[src/rtl/mem_arbiter_if.sv]
// Bus bundle between the two cache requesters, the arbiter and main memory.
// The master modport is the arbiter side; the slave modport is the side made
// up of the caches and the memory.
interface mem_arbiter_if #(
    parameter int ADDR_W = 28,
    parameter int DATA_W = 128
);
    localparam int MASK_W = DATA_W / 8;

    // icache line-read requests and returns
    logic              ic_req_valid;
    logic              ic_req_ready;
    logic [ADDR_W-1:0] ic_req_addr;
    logic              ic_resp_valid;
    logic [DATA_W-1:0] ic_resp_data;

    // dcache requests and read returns
    logic              dc_req_valid;
    logic              dc_req_ready;
    logic              dc_req_rw;
    logic [ADDR_W-1:0] dc_req_addr;
    logic [DATA_W-1:0] dc_req_data;
    logic [MASK_W-1:0] dc_req_mask;
    logic              dc_resp_valid;
    logic [DATA_W-1:0] dc_resp_data;

    // main memory side
    logic              mem_req_valid;
    logic              mem_req_ready;
    logic              mem_req_rw;
    logic [ADDR_W-1:0] mem_req_addr;
    logic [DATA_W-1:0] mem_req_data;
    logic [MASK_W-1:0] mem_req_mask;
    logic              mem_resp_valid;
    logic [DATA_W-1:0] mem_resp_data;

    modport master (
        input  ic_req_valid, ic_req_addr,
        input  dc_req_valid, dc_req_rw, dc_req_addr, dc_req_data, dc_req_mask,
        input  mem_req_ready, mem_resp_valid, mem_resp_data,
        output ic_req_ready, ic_resp_valid, ic_resp_data,
        output dc_req_ready, dc_resp_valid, dc_resp_data,
        output mem_req_valid, mem_req_rw, mem_req_addr, mem_req_data, mem_req_mask
    );

    modport slave (
        output ic_req_valid, ic_req_addr,
        output dc_req_valid, dc_req_rw, dc_req_addr, dc_req_data, dc_req_mask,
        output mem_req_ready, mem_resp_valid, mem_resp_data,
        input  ic_req_ready, ic_resp_valid, ic_resp_data,
        input  dc_req_ready, dc_resp_valid, dc_resp_data,
        input  mem_req_valid, mem_req_rw, mem_req_addr, mem_req_data, mem_req_mask
    );
endinterface

[src/rtl/mem_arbiter.sv]
// Two-requester main-memory arbiter: the icache (reads only) and the dcache
// (reads and masked writes) share one memory port. One transaction is in
// flight at a time; read data comes back one registered cycle after memory
// returns it.
// Optional feature: define ARB_ROUND_ROBIN_EN to alternate between the two
// requesters on collisions; otherwise the dcache always wins.
module mem_arbiter #(
    parameter int ADDR_W = 28,
    parameter int DATA_W = 128
) (
    input  logic          clk,
    input  logic          reset,
    mem_arbiter_if.master bus,
    output logic          busy
);
    localparam int MASK_W = DATA_W / 8;

    typedef enum logic [1:0] {
        IDLE,
        ISSUE,
        WAIT_RESP
    } state_t;

    state_t state;
    state_t state_next;

    logic grant_ic;
    logic grant_dc;
    logic dc_first;
    logic issuing;

    // Fields of the granted request, held for the whole transaction
    logic              lat_rw;
    logic [ADDR_W-1:0] lat_addr;
    logic [DATA_W-1:0] lat_data;
    logic [MASK_W-1:0] lat_mask;
    logic              owner_ic;

    // Registered read return; while set, the arbiter sits in IDLE without
    // granting so that a grant never lands in the cycle a response goes out
    logic              resp_pending;
    logic [DATA_W-1:0] resp_data_q;

`ifdef ARB_ROUND_ROBIN_EN
    logic last_ic;

    // Remember which requester was granted last so collisions alternate
    always_ff @(posedge clk) begin
        if (reset) begin
            last_ic <= 1'b1;
        end else if (grant_ic) begin
            last_ic <= 1'b1;
        end else if (grant_dc) begin
            last_ic <= 1'b0;
        end
    end

    assign dc_first = last_ic;
`else
    assign dc_first = 1'b1;
`endif

    // State register
    always_ff @(posedge clk) begin
        if (reset) begin
            state <= IDLE;
        end else begin
            state <= state_next;
        end
    end

    // Grant selection and next-state decision
    always_comb begin
        state_next = state;
        grant_ic   = 1'b0;
        grant_dc   = 1'b0;
        case (state)
            IDLE: begin
                if (!reset && !resp_pending) begin
                    if (bus.dc_req_valid && (!bus.ic_req_valid || dc_first)) begin
                        grant_dc   = 1'b1;
                        state_next = ISSUE;
                    end else if (bus.ic_req_valid) begin
                        grant_ic   = 1'b1;
                        state_next = ISSUE;
                    end
                end
            end
            ISSUE: begin
                if (bus.mem_req_ready) begin
                    state_next = lat_rw ? IDLE : WAIT_RESP;
                end
            end
            WAIT_RESP: begin
                if (bus.mem_resp_valid) begin
                    state_next = IDLE;
                end
            end
            default: begin
                state_next = IDLE;
            end
        endcase
    end

    // Capture the winning request and its owner at grant time
    always_ff @(posedge clk) begin
        if (reset) begin
            lat_rw   <= 1'b0;
            lat_addr <= '0;
            lat_data <= '0;
            lat_mask <= '0;
            owner_ic <= 1'b0;
        end else if (grant_dc) begin
            lat_rw   <= bus.dc_req_rw;
            lat_addr <= bus.dc_req_addr;
            lat_data <= bus.dc_req_data;
            lat_mask <= bus.dc_req_mask;
            owner_ic <= 1'b0;
        end else if (grant_ic) begin
            lat_rw   <= 1'b0;
            lat_addr <= bus.ic_req_addr;
            lat_data <= '0;
            lat_mask <= '0;
            owner_ic <= 1'b1;
        end
    end

    // Register memory read data; only accepted while a read is outstanding
    always_ff @(posedge clk) begin
        if (reset) begin
            resp_pending <= 1'b0;
            resp_data_q  <= '0;
        end else if (state == WAIT_RESP && bus.mem_resp_valid) begin
            resp_pending <= 1'b1;
            resp_data_q  <= bus.mem_resp_data;
        end else begin
            resp_pending <= 1'b0;
        end
    end

    assign issuing = (state == ISSUE) && !reset;

    assign bus.ic_req_ready  = grant_ic;
    assign bus.dc_req_ready  = grant_dc;

    assign bus.mem_req_valid = issuing;
    assign bus.mem_req_rw    = issuing ? lat_rw   : 1'b0;
    assign bus.mem_req_addr  = issuing ? lat_addr : '0;
    assign bus.mem_req_data  = issuing ? lat_data : '0;
    assign bus.mem_req_mask  = issuing ? lat_mask : '0;

    assign bus.ic_resp_valid = resp_pending && owner_ic && !reset;
    assign bus.dc_resp_valid = resp_pending && !owner_ic && !reset;
    assign bus.ic_resp_data  = bus.ic_resp_valid ? resp_data_q : '0;
    assign bus.dc_resp_data  = bus.dc_resp_valid ? resp_data_q : '0;

    assign busy = (state != IDLE) && !reset;

endmodule

[src/flat_wrapper.sv]
// flat-port wrapper written by rule: the top's interface ports become plain ports
module mem_arbiter_flat 
#(
    parameter int ADDR_W = 28,
    parameter int DATA_W = 128
)
  (clk, reset, busy, bus_ic_req_valid, bus_ic_req_addr, bus_dc_req_valid, bus_dc_req_rw, bus_dc_req_addr, bus_dc_req_data, bus_dc_req_mask, bus_mem_req_ready, bus_mem_resp_valid, bus_mem_resp_data, bus_ic_req_ready, bus_ic_resp_valid, bus_ic_resp_data, bus_dc_req_ready, bus_dc_resp_valid, bus_dc_resp_data, bus_mem_req_valid, bus_mem_req_rw, bus_mem_req_addr, bus_mem_req_data, bus_mem_req_mask);
  mem_arbiter_if #(.ADDR_W(ADDR_W), .DATA_W(DATA_W)) bus_i ();
  input  logic clk;
  input  logic reset;
  output logic busy;
  input wire logic [$bits(bus_i.ic_req_valid)-1:0] bus_ic_req_valid;
  input wire logic [$bits(bus_i.ic_req_addr)-1:0] bus_ic_req_addr;
  input wire logic [$bits(bus_i.dc_req_valid)-1:0] bus_dc_req_valid;
  input wire logic [$bits(bus_i.dc_req_rw)-1:0] bus_dc_req_rw;
  input wire logic [$bits(bus_i.dc_req_addr)-1:0] bus_dc_req_addr;
  input wire logic [$bits(bus_i.dc_req_data)-1:0] bus_dc_req_data;
  input wire logic [$bits(bus_i.dc_req_mask)-1:0] bus_dc_req_mask;
  input wire logic [$bits(bus_i.mem_req_ready)-1:0] bus_mem_req_ready;
  input wire logic [$bits(bus_i.mem_resp_valid)-1:0] bus_mem_resp_valid;
  input wire logic [$bits(bus_i.mem_resp_data)-1:0] bus_mem_resp_data;
  output wire logic [$bits(bus_i.ic_req_ready)-1:0] bus_ic_req_ready;
  output wire logic [$bits(bus_i.ic_resp_valid)-1:0] bus_ic_resp_valid;
  output wire logic [$bits(bus_i.ic_resp_data)-1:0] bus_ic_resp_data;
  output wire logic [$bits(bus_i.dc_req_ready)-1:0] bus_dc_req_ready;
  output wire logic [$bits(bus_i.dc_resp_valid)-1:0] bus_dc_resp_valid;
  output wire logic [$bits(bus_i.dc_resp_data)-1:0] bus_dc_resp_data;
  output wire logic [$bits(bus_i.mem_req_valid)-1:0] bus_mem_req_valid;
  output wire logic [$bits(bus_i.mem_req_rw)-1:0] bus_mem_req_rw;
  output wire logic [$bits(bus_i.mem_req_addr)-1:0] bus_mem_req_addr;
  output wire logic [$bits(bus_i.mem_req_data)-1:0] bus_mem_req_data;
  output wire logic [$bits(bus_i.mem_req_mask)-1:0] bus_mem_req_mask;
  assign bus_i.ic_req_valid = bus_ic_req_valid;
  assign bus_i.ic_req_addr = bus_ic_req_addr;
  assign bus_i.dc_req_valid = bus_dc_req_valid;
  assign bus_i.dc_req_rw = bus_dc_req_rw;
  assign bus_i.dc_req_addr = bus_dc_req_addr;
  assign bus_i.dc_req_data = bus_dc_req_data;
  assign bus_i.dc_req_mask = bus_dc_req_mask;
  assign bus_i.mem_req_ready = bus_mem_req_ready;
  assign bus_i.mem_resp_valid = bus_mem_resp_valid;
  assign bus_i.mem_resp_data = bus_mem_resp_data;
  assign bus_ic_req_ready = bus_i.ic_req_ready;
  assign bus_ic_resp_valid = bus_i.ic_resp_valid;
  assign bus_ic_resp_data = bus_i.ic_resp_data;
  assign bus_dc_req_ready = bus_i.dc_req_ready;
  assign bus_dc_resp_valid = bus_i.dc_resp_valid;
  assign bus_dc_resp_data = bus_i.dc_resp_data;
  assign bus_mem_req_valid = bus_i.mem_req_valid;
  assign bus_mem_req_rw = bus_i.mem_req_rw;
  assign bus_mem_req_addr = bus_i.mem_req_addr;
  assign bus_mem_req_data = bus_i.mem_req_data;
  assign bus_mem_req_mask = bus_i.mem_req_mask;
  mem_arbiter #(.ADDR_W(ADDR_W), .DATA_W(DATA_W)) u_core (.clk(clk), .reset(reset), .bus(bus_i), .busy(busy));
endmodule
[config.mk]
export PLATFORM = sky130hd
export DESIGN_NAME = mem_arbiter_flat
export DESIGN_NICKNAME = d
export VERILOG_FILES = /design/src/rtl/mem_arbiter_if.sv /design/src/rtl/mem_arbiter.sv /design/src/flat_wrapper.sv
export SDC_FILE = /design/constraint.sdc
export NUM_CORES = 1
export LEC_CHECK = 0
export BUFFER_PORTS_ARGS = -buffer_cell sky130_fd_sc_hd__buf_2
export CORE_AREA = 10 10 294 296
export DETAILED_ROUTE_END_ITERATION = 8
export DIE_AREA = 0 0 304 306
export GPL_TIMING_DRIVEN = 0
export PLACE_DENSITY_LB_ADDON = 0.15
export SLEW_MARGIN = 15
export SYNTH_ARGS = -nofsm -noshare
export SYNTH_HDL_FRONTEND = slang
export SYNTH_SLANG_ARGS = --single-unit
[constraint.sdc]
create_clock -name clk -period 4.1 [get_ports clk]
set_clock_uncertainty 0.1 [all_clocks]
set_input_delay 0.205 -clock clk [delete_from_list [all_inputs] [get_ports clk]]
set_output_delay 0.205 -clock clk [all_outputs]
set_load 0.05 [all_outputs]
Word-level counts from Yosys, hierarchy flattened
Index checks and enable logic that the tools add are counted.
{"block": "op_classes", "add_sub_neg": 0, "n_mul": 0, "n_div": 0, "order_cmp": 0, "n_eq_ne": 6, "n_shift": 0, "n_mux": 29, "bitwise": 0, "n_reduce_logical": 16}
{"cell": "two-way mux 128 bit", "n": 5}
{"cell": "two-way mux 28 bit", "n": 3}
{"cell": "two-way mux 16 bit", "n": 3}
{"cell": "two-way mux 2 bit", "n": 6}
{"cell": "two-way mux 1 bit", "n": 11}
{"cell": "logical AND 1 bit", "n": 8}
{"cell": "case mux 2 bit (3 select lines)", "n": 1}
{"cell": "inequality test 2 bit (second input constant)", "n": 2}
{"cell": "AND reduction 4 bit", "n": 1}
{"cell": "nonzero test 2 bit", "n": 2}
{"cell": "logical NOT 1 bit", "n": 3}
{"cell": "inequality test 3 bit (second input constant)", "n": 1}
{"cell": "equality test 2 x 1 -> 1 bit (second input constant)", "n": 1}
{"cell": "equality test 2 bit (second input constant)", "n": 1}
{"cell": "logical NOT 2 bit", "n": 1}
{"cell": "inequality test 2 x 1 -> 1 bit (second input constant)", "n": 1}
{"cell": "OR reduction 2 bit", "n": 1}
{"block": "word_totals", "regBits": 305, "latch_bits": 0, "ram_bits": 0, "mem_bits_ro": 0, "input_bits": 335, "output_inout_bits": 435, "wordCells": 59, "memories": 0}

Depth between registers and ports, before layout
Gate-level depths: netlist of run 1.
{"block": "depth", "depth_word": 6, "depth_mapped": 6, "ltp_nobuf": 3}

Worst setup path after synthesis of run 1
OpenSTA, ideal clock, no wires.
{"block": "synth_path", "kind": "flip-flop to output port", "from": "reg u_core.state[0]", "to": "out bus_mem_req_addr[11]", "t_arrival_ns": 1.780, "slack_ns": 2.015, "path_stages_with_launch": 5, "path_cell_list": "dfxtp_1 buf_2 nor3b_2 clkbuf_1 and2_1"}
{"block": "synth_via", "elab_chain_cells": 3}
{"item": "from (decl)", "line": "mem_arbiter.sv:24", "source": "state_t state;"}
{"item": "from (signal assigned)", "line": "mem_arbiter.sv:68", "source": "state <= state_next;"}
{"item": "equality test 2 x 1 -> 1 bit", "line": "mem_arbiter.sv:141", "source": "assign issuing = (state == ISSUE) && !reset;"}
{"item": "logical AND 1 bit", "line": "mem_arbiter.sv:141"}
{"item": "net bus_mem_req_valid", "line": "flat_wrapper.sv:28", "source": "output wire logic [$bits(bus_i.mem_req_valid)-1:0] bus_mem_req_valid;"}
{"item": "two-way mux 28 bit", "line": "mem_arbiter.sv:148", "source": "assign bus.mem_req_addr = issuing ? lat_addr : '0;"}
{"item": "to (decl)", "line": "flat_wrapper.sv:30", "source": "output wire logic [$bits(bus_i.mem_req_addr)-1:0] bus_mem_req_addr;"}
The timed path passes the listed nets, and every way through them passes these cells.

Worst setup path after layout of run 1
{"block": "layout_path", "from": "reg u_core.resp_pending", "to": "out bus_dc_resp_data[86]"}
{"block": "layout_via", "elab_chain_cells": 3}
{"item": "from (decl)", "line": "mem_arbiter.sv:41", "source": "logic resp_pending;"}
{"item": "from (signal assigned)", "line": "mem_arbiter.sv:131", "source": "resp_pending <= 1'b0;"}
{"item": "from (signal assigned)", "line": "mem_arbiter.sv:134", "source": "resp_pending <= 1'b1;"}
{"item": "from (signal assigned)", "line": "mem_arbiter.sv:137", "source": "resp_pending <= 1'b0;"}
{"item": "logical AND 1 bit (2 in series)", "line": "mem_arbiter.sv:153", "source": "assign bus.dc_resp_valid = resp_pending && !owner_ic && !reset;"}
{"item": "two-way mux 128 bit", "line": "mem_arbiter.sv:155", "source": "assign bus.dc_resp_data = bus.dc_resp_valid ? resp_data_q : '0;"}
{"item": "to (decl)", "line": "flat_wrapper.sv:27", "source": "output wire logic [$bits(bus_i.dc_resp_data)-1:0] bus_dc_resp_data;"}
No other way between the ends.

==> metrics.txt, run 1 <==
YS warnings=0; Crit. Startpoint=u_core.resp_pending; synthesized area per cell=8.55 um^2; Final Hold Viols=0; Power Dens Cells=344 nW/um^2; WP data arrival=2.91 ns; RSZ-0062 raised after global routing=false; first drt pass iteration count=4; DIE AREA=93000 um^2; placed instance area=18300 um^2; Hold WS=0.0205 ns; Resized cells post-CTS=0; number of synthesized flops with an enable pin=0; drt initial violations=463; Starting Density=0.164; I/O Pins=770; GP Congestion=0.808; share of the yosys chip area belonging to registers=0.465; Final nets=3009; # rows=104; number of antenna violations at the first check in global routing=12; # DRC=0; Period minus WS final=3.22 ns; Hold Startpoint=bus_ic_req_addr[2]; Reg-to-Reg Start=u_core.state[1]; Place WS=1.31 ns; layout cells sized above 1=0.334; Clk pin slew, worst setup/hold paths=0.06 ns; CP required=3.80 ns; Hold Crit Depth=4; # port buffers=769; Slew Viols, Final=0; wire length per cell=18.8 um; DIE WIDTH=304 um; vias in the first global route=16400; Skew-Pair Late Insertion Delay=0.56 ns; Synth Instances=1537; Fin Setup TNS=0 ns; Area Overhead vs Synth=74.3%; largest net degree at the start of global routing=12; GRT Residual Overflow=0; status=completed; Vias/cell=3.98; post-route cell area=22900 um^2; worst slew pin tran=0.893 ns; ANT nets after route=0; Root Buffer=clkbuf_16; Max Freq=311 MHz; Leak=11.0 nW; WS Path Type=flop to primary output; post-synth cell types=23; worst hold path type=input port to flop; ranking of synthesized cells by area=dfxtp_1 (46%), and2_1 (20%), a22o_1 (12%); fin worst setup slack=0.885 ns; Final Total Pwr=7.88 mW; area leader, netlist=dfxtp_1; post-synth top area share=0.465; H-tree depth=2; synthesized net count=1872; CTS tree=yes; first-pass GRT wire length=105 mm; vias=15000; synthesized flop and latch total=305; maxcap violations=0; Main synth FF type=dfxtp_1; core area=80300 um^2; fraction of the cycle the final worst path needs=0.784; hpwl dp=56.5 mm; Routed WL=70.7 mm; setup violators final=0; Cell Area, Synth=13100 um^2; Slew headroom=0.405; startpoint types=flop; CP max FO=10; worst vdd ir=0.235 mV; All-Layer GR Usage=0.145; Synth async-reset ratio=0; clk sink count=305; # Post-CTS Setup Buffers=0; Bufs on Longest Clock Path=3; Die Y-Extent=306 um; FF-to-FF path depth=6; total CTS buffers=39; crit end category=primary output
critical path: stages (launching register included):
cell and delay, ns:
dfxtp_1 0.54, nor3b_2 0.31, buf_2 0.43, clkbuf_1 0.53, and2_1 0.23, buf_2 0.29
synthesized netlist by cell type (2+ instances only):
library cell  number
buf_2             56
a21oi_1          131
and3b_1            3
buf_6             15
clkbuf_1          57
nor3b_2            2
nor2_1             5
dfxtp_1          305
buf_1             10
and2_1           430
nand2_1          312
o21ai_0           28
a22o_1           173
state kept, by name, indices dropped and copies added (netlist names):
name and count:
u_core.owner_ic 1, u_core.lat_rw 1, u_core.lat_data 128, u_core.lat_addr 28, u_core.state 2, u_core.resp_data_q 128, u_core.resp_pending 1, u_core.lat_mask 16
cells by family (layout without fill, tap and decap cells):
logic type      Yosys count  count (layout)  synth area share
buf+inv                 139            1305            0.0539
simple gates            759             759             0.304
flops                   305             305             0.465
other cells               0               5                 0
compound gates          334             334             0.177
layout by cell type, fill, tap and decap left out, types with 2 or more instances in the layout:
cell           instances
a21oi_1              131
a22o_1               173
and2_1               430
and3b_1                3
buf_1                 10
buf_2                825
buf_6                 15
bufinv_16              3
clkbuf_1              69
clkbuf_16             40
clkbuf_8               7
clkinv_2               4
dfxtp_1              305
diode_2                5
dlygate4sd3_1        327
nand2_1              312
nor2_1                 5
nor3b_2                2
o21ai_0               28
power breakdown:
group,total (mW),switching (mW),internal [mW]
registers,3.21,0.0876,3.13
logic,1.14,0.589,0.550
clock network,3.52,1.41,2.12
total,7.88,2.08,5.79
stage by stage:
stage | cells | utilization
3_3_place_gp | 3366 | 0.228
4_1_cts | 3763 | 0.285
6_report | 3768 | 0.285
2_1_floorplan | 1537 | -
3_5_place_dp | 3366 | 0.228
5_1_grt | 3767 | 0.285
area by class of cell:
cell class | instances | area, um^2
repair buffers | 1096 | 7120
diodes | 5 | 12.5
multi-input cells | 1093 | 6320
clock inverters | 11 | 151
clock buffers | 59 | 1140
well taps | 1060 | 1330
fillers | 8728 | 57400
flip-flops and latches | 305 | 6110
plain buffers | 139 | 708
final timing paths:
| check | endpoint | slack (ns) |
|---|---|---|
| max reg2reg | u_core.resp_data_q[98] | 2.18 |
| min reg2reg | u_core.resp_data_q[12] | 0.36 |
| max | bus_dc_resp_data[86] | 0.88 |
| min | u_core.lat_addr[2] | 0.02 |
per-layer routing:
metal  GRT usage  part of all wire  up-vias
met5           0           0.00099        -
met4      0.0425             0.027       10
met3      0.0534             0.083       96
met2       0.258              0.50      549
met1       0.158              0.39     6990
li1            -                 -     7362
repair_timing:
action                                  4_1_cts  5_1_grt
endpoints found under the setup margin        0        0
hold buffers                                327        0
hold endpoints to repair                    303        0
Power figures use the tool's default switching activity.
==> run 2, diff against run 1 <==
clock period = 3.2 ns   (was 4.1 ns; I/O delays follow)
==> metrics.txt, run 2 (synthesized netlist as in run 1, its figures left out) <==
status=completed; Bufs on Longest Clock Path=3; WP data arrival=2.78 ns; Hold Crit Depth=4; core area=80300 um^2; vias in the first global route=16400; ANT nets after route=0; Reg-to-Reg Start=u_core.state[1]; crit end category=primary output; CP required=2.94 ns; # Post-CTS Setup Buffers=0; Root Buffer=clkbuf_16; # rows=104; CTS tree=yes; wire length per cell=18.7 um; worst vdd ir=0.301 mV; RR Endpoint=u_core.resp_data_q[98]; Final nets=3014; Period minus WS final=3.04 ns; Slew headroom=0.405; Routed WL=70.7 mm; Die Y-Extent=306 um; RSZ-0062 raised after global routing=false; clk sink count=305; layout cells sized above 1=0.336; worst hold path type=input port to flop; hpwl dp=56.5 mm; maxcap violations=0; Area Overhead vs Synth=74.7%; GP Congestion=0.808; Hold WS=0.0386 ns; Leak=11.0 nW; Vias/cell=3.99; CP max FO=10; Slew Viols, Final=0; number of antenna violations at the first check in global routing=12; top flop regs=u_core.lat_data: 128 flops, u_core.resp_data_q: 128 flops, u_core.lat_addr: 28 flops; most common cell after layout, fill and taps aside=buf_2; Fin Setup TNS=0 ns; Clk pin slew, worst setup/hold paths=0.06 ns; Skew-Pair Late Insertion Delay=0.56 ns; setup violators final=0; DIE WIDTH=304 um; total CTS buffers=39; Hold Startpoint=bus_dc_req_valid; # DRC=0; FF-to-FF path depth=6; GRT Residual Overflow=0; worst slew pin tran=0.892 ns; startpoint types=flop; fraction of the cycle the final worst path needs=0.949; H-tree depth=2; Starting Density=0.164; Power Dens Cells=440 nW/um^2; drt initial violations=460; first-pass GRT wire length=105 mm; Worst Hold Path EP=u_core.state[0]; DIE AREA=93000 um^2; first drt pass iteration count=5; vias=15000; All-Layer GR Usage=0.145; largest net degree at the start of global routing=12; # port buffers=769; WS Path Type=flop to primary output; I/O Pins=770; Reg2Reg Setup Slack=1.28 ns; Crit. Startpoint=u_core.resp_pending; Final Hold Viols=0; Max Freq=329 MHz; most frequent cells in the layout=buf_2 (825), and2_1 (430), dlygate4sd3_1 (332), nand2_1 (312), dfxtp_1 (305)
[run 2: critical path, stage by stage (launching register included)]
cell,delay [ns]
dfxtp_1,0.54
nor3b_2,0.32
buf_2,0.44
clkbuf_1,0.37
and2_1,0.25
buf_2,0.29
[run 2: where the power goes]
part / internal (mW) / switching [mW]
Combinational: 0.711 / 0.755
Sequential: 4.01 / 0.112
Clock: 2.71 / 1.80
[run 2: final cells by class]
type / count / area [um^2]
Fill cell: 8729 / 57300
Timing Repair Buffer: 1101 / 7170
Multi-Input combinational cell: 1093 / 6320
Sequential cell: 305 / 6110
Tap cell: 1060 / 1330
Clock buffer: 59 / 1140
Buffer: 139 / 716
Clock inverter: 11 / 151
Antenna cell: 5 / 12.5
[run 2: what timing repair did]
item | 4_1_cts | 5_1_grt
resized for setup | 4 | 4
endpoints found under the hold margin | 303 | 0
pin swaps | 0 | 0
gates cloned | 0 | 0
hold buffers | 332 | 0
setup endpoints to repair | 18 | 11
[run 2: worst max-delay path by stage]
stage / to / slack [ns]
2_1_floorplan: bus_mem_req_addr[11] / 1.16
3_3_place_gp: bus_ic_resp_data[85] / 0.55
3_5_place_dp: bus_ic_resp_data[85] / 0.50
4_1_cts: bus_dc_resp_data[91] / 0.004
5_1_grt: bus_dc_resp_data[26] / 0.004
6_report: bus_dc_resp_data[26] / 0.16
[run 2: per-layer routing]
| metal | wire [um] | vias up | global-route usage |
|---|---|---|---|
| met5 | 70 | - | 0 |
| met4 | 1930 | 10 | 0.0425 |
| met3 | 5940 | 97 | 0.0536 |
| met2 | 35100 | 555 | 0.259 |
| met1 | 27700 | 7008 | 0.158 |
| li1 | - | 7371 | - |
[run 2: through the flow]
step	worst slack (ns)	power [mW]	area [um^2]	utilization	std cells
6_report	0.164	10.1	22900	0.286	3773
5_1_grt	0.00366	10.6	22900	0.286	3772
4_1_cts	0.00390	10.3	22900	0.286	3768
2_1_floorplan	1.16	4.81	13100	-	1537
3_5_place_dp	0.503	5.34	18300	0.228	3366
3_3_place_gp	0.549	5.32	18300	0.228	3366
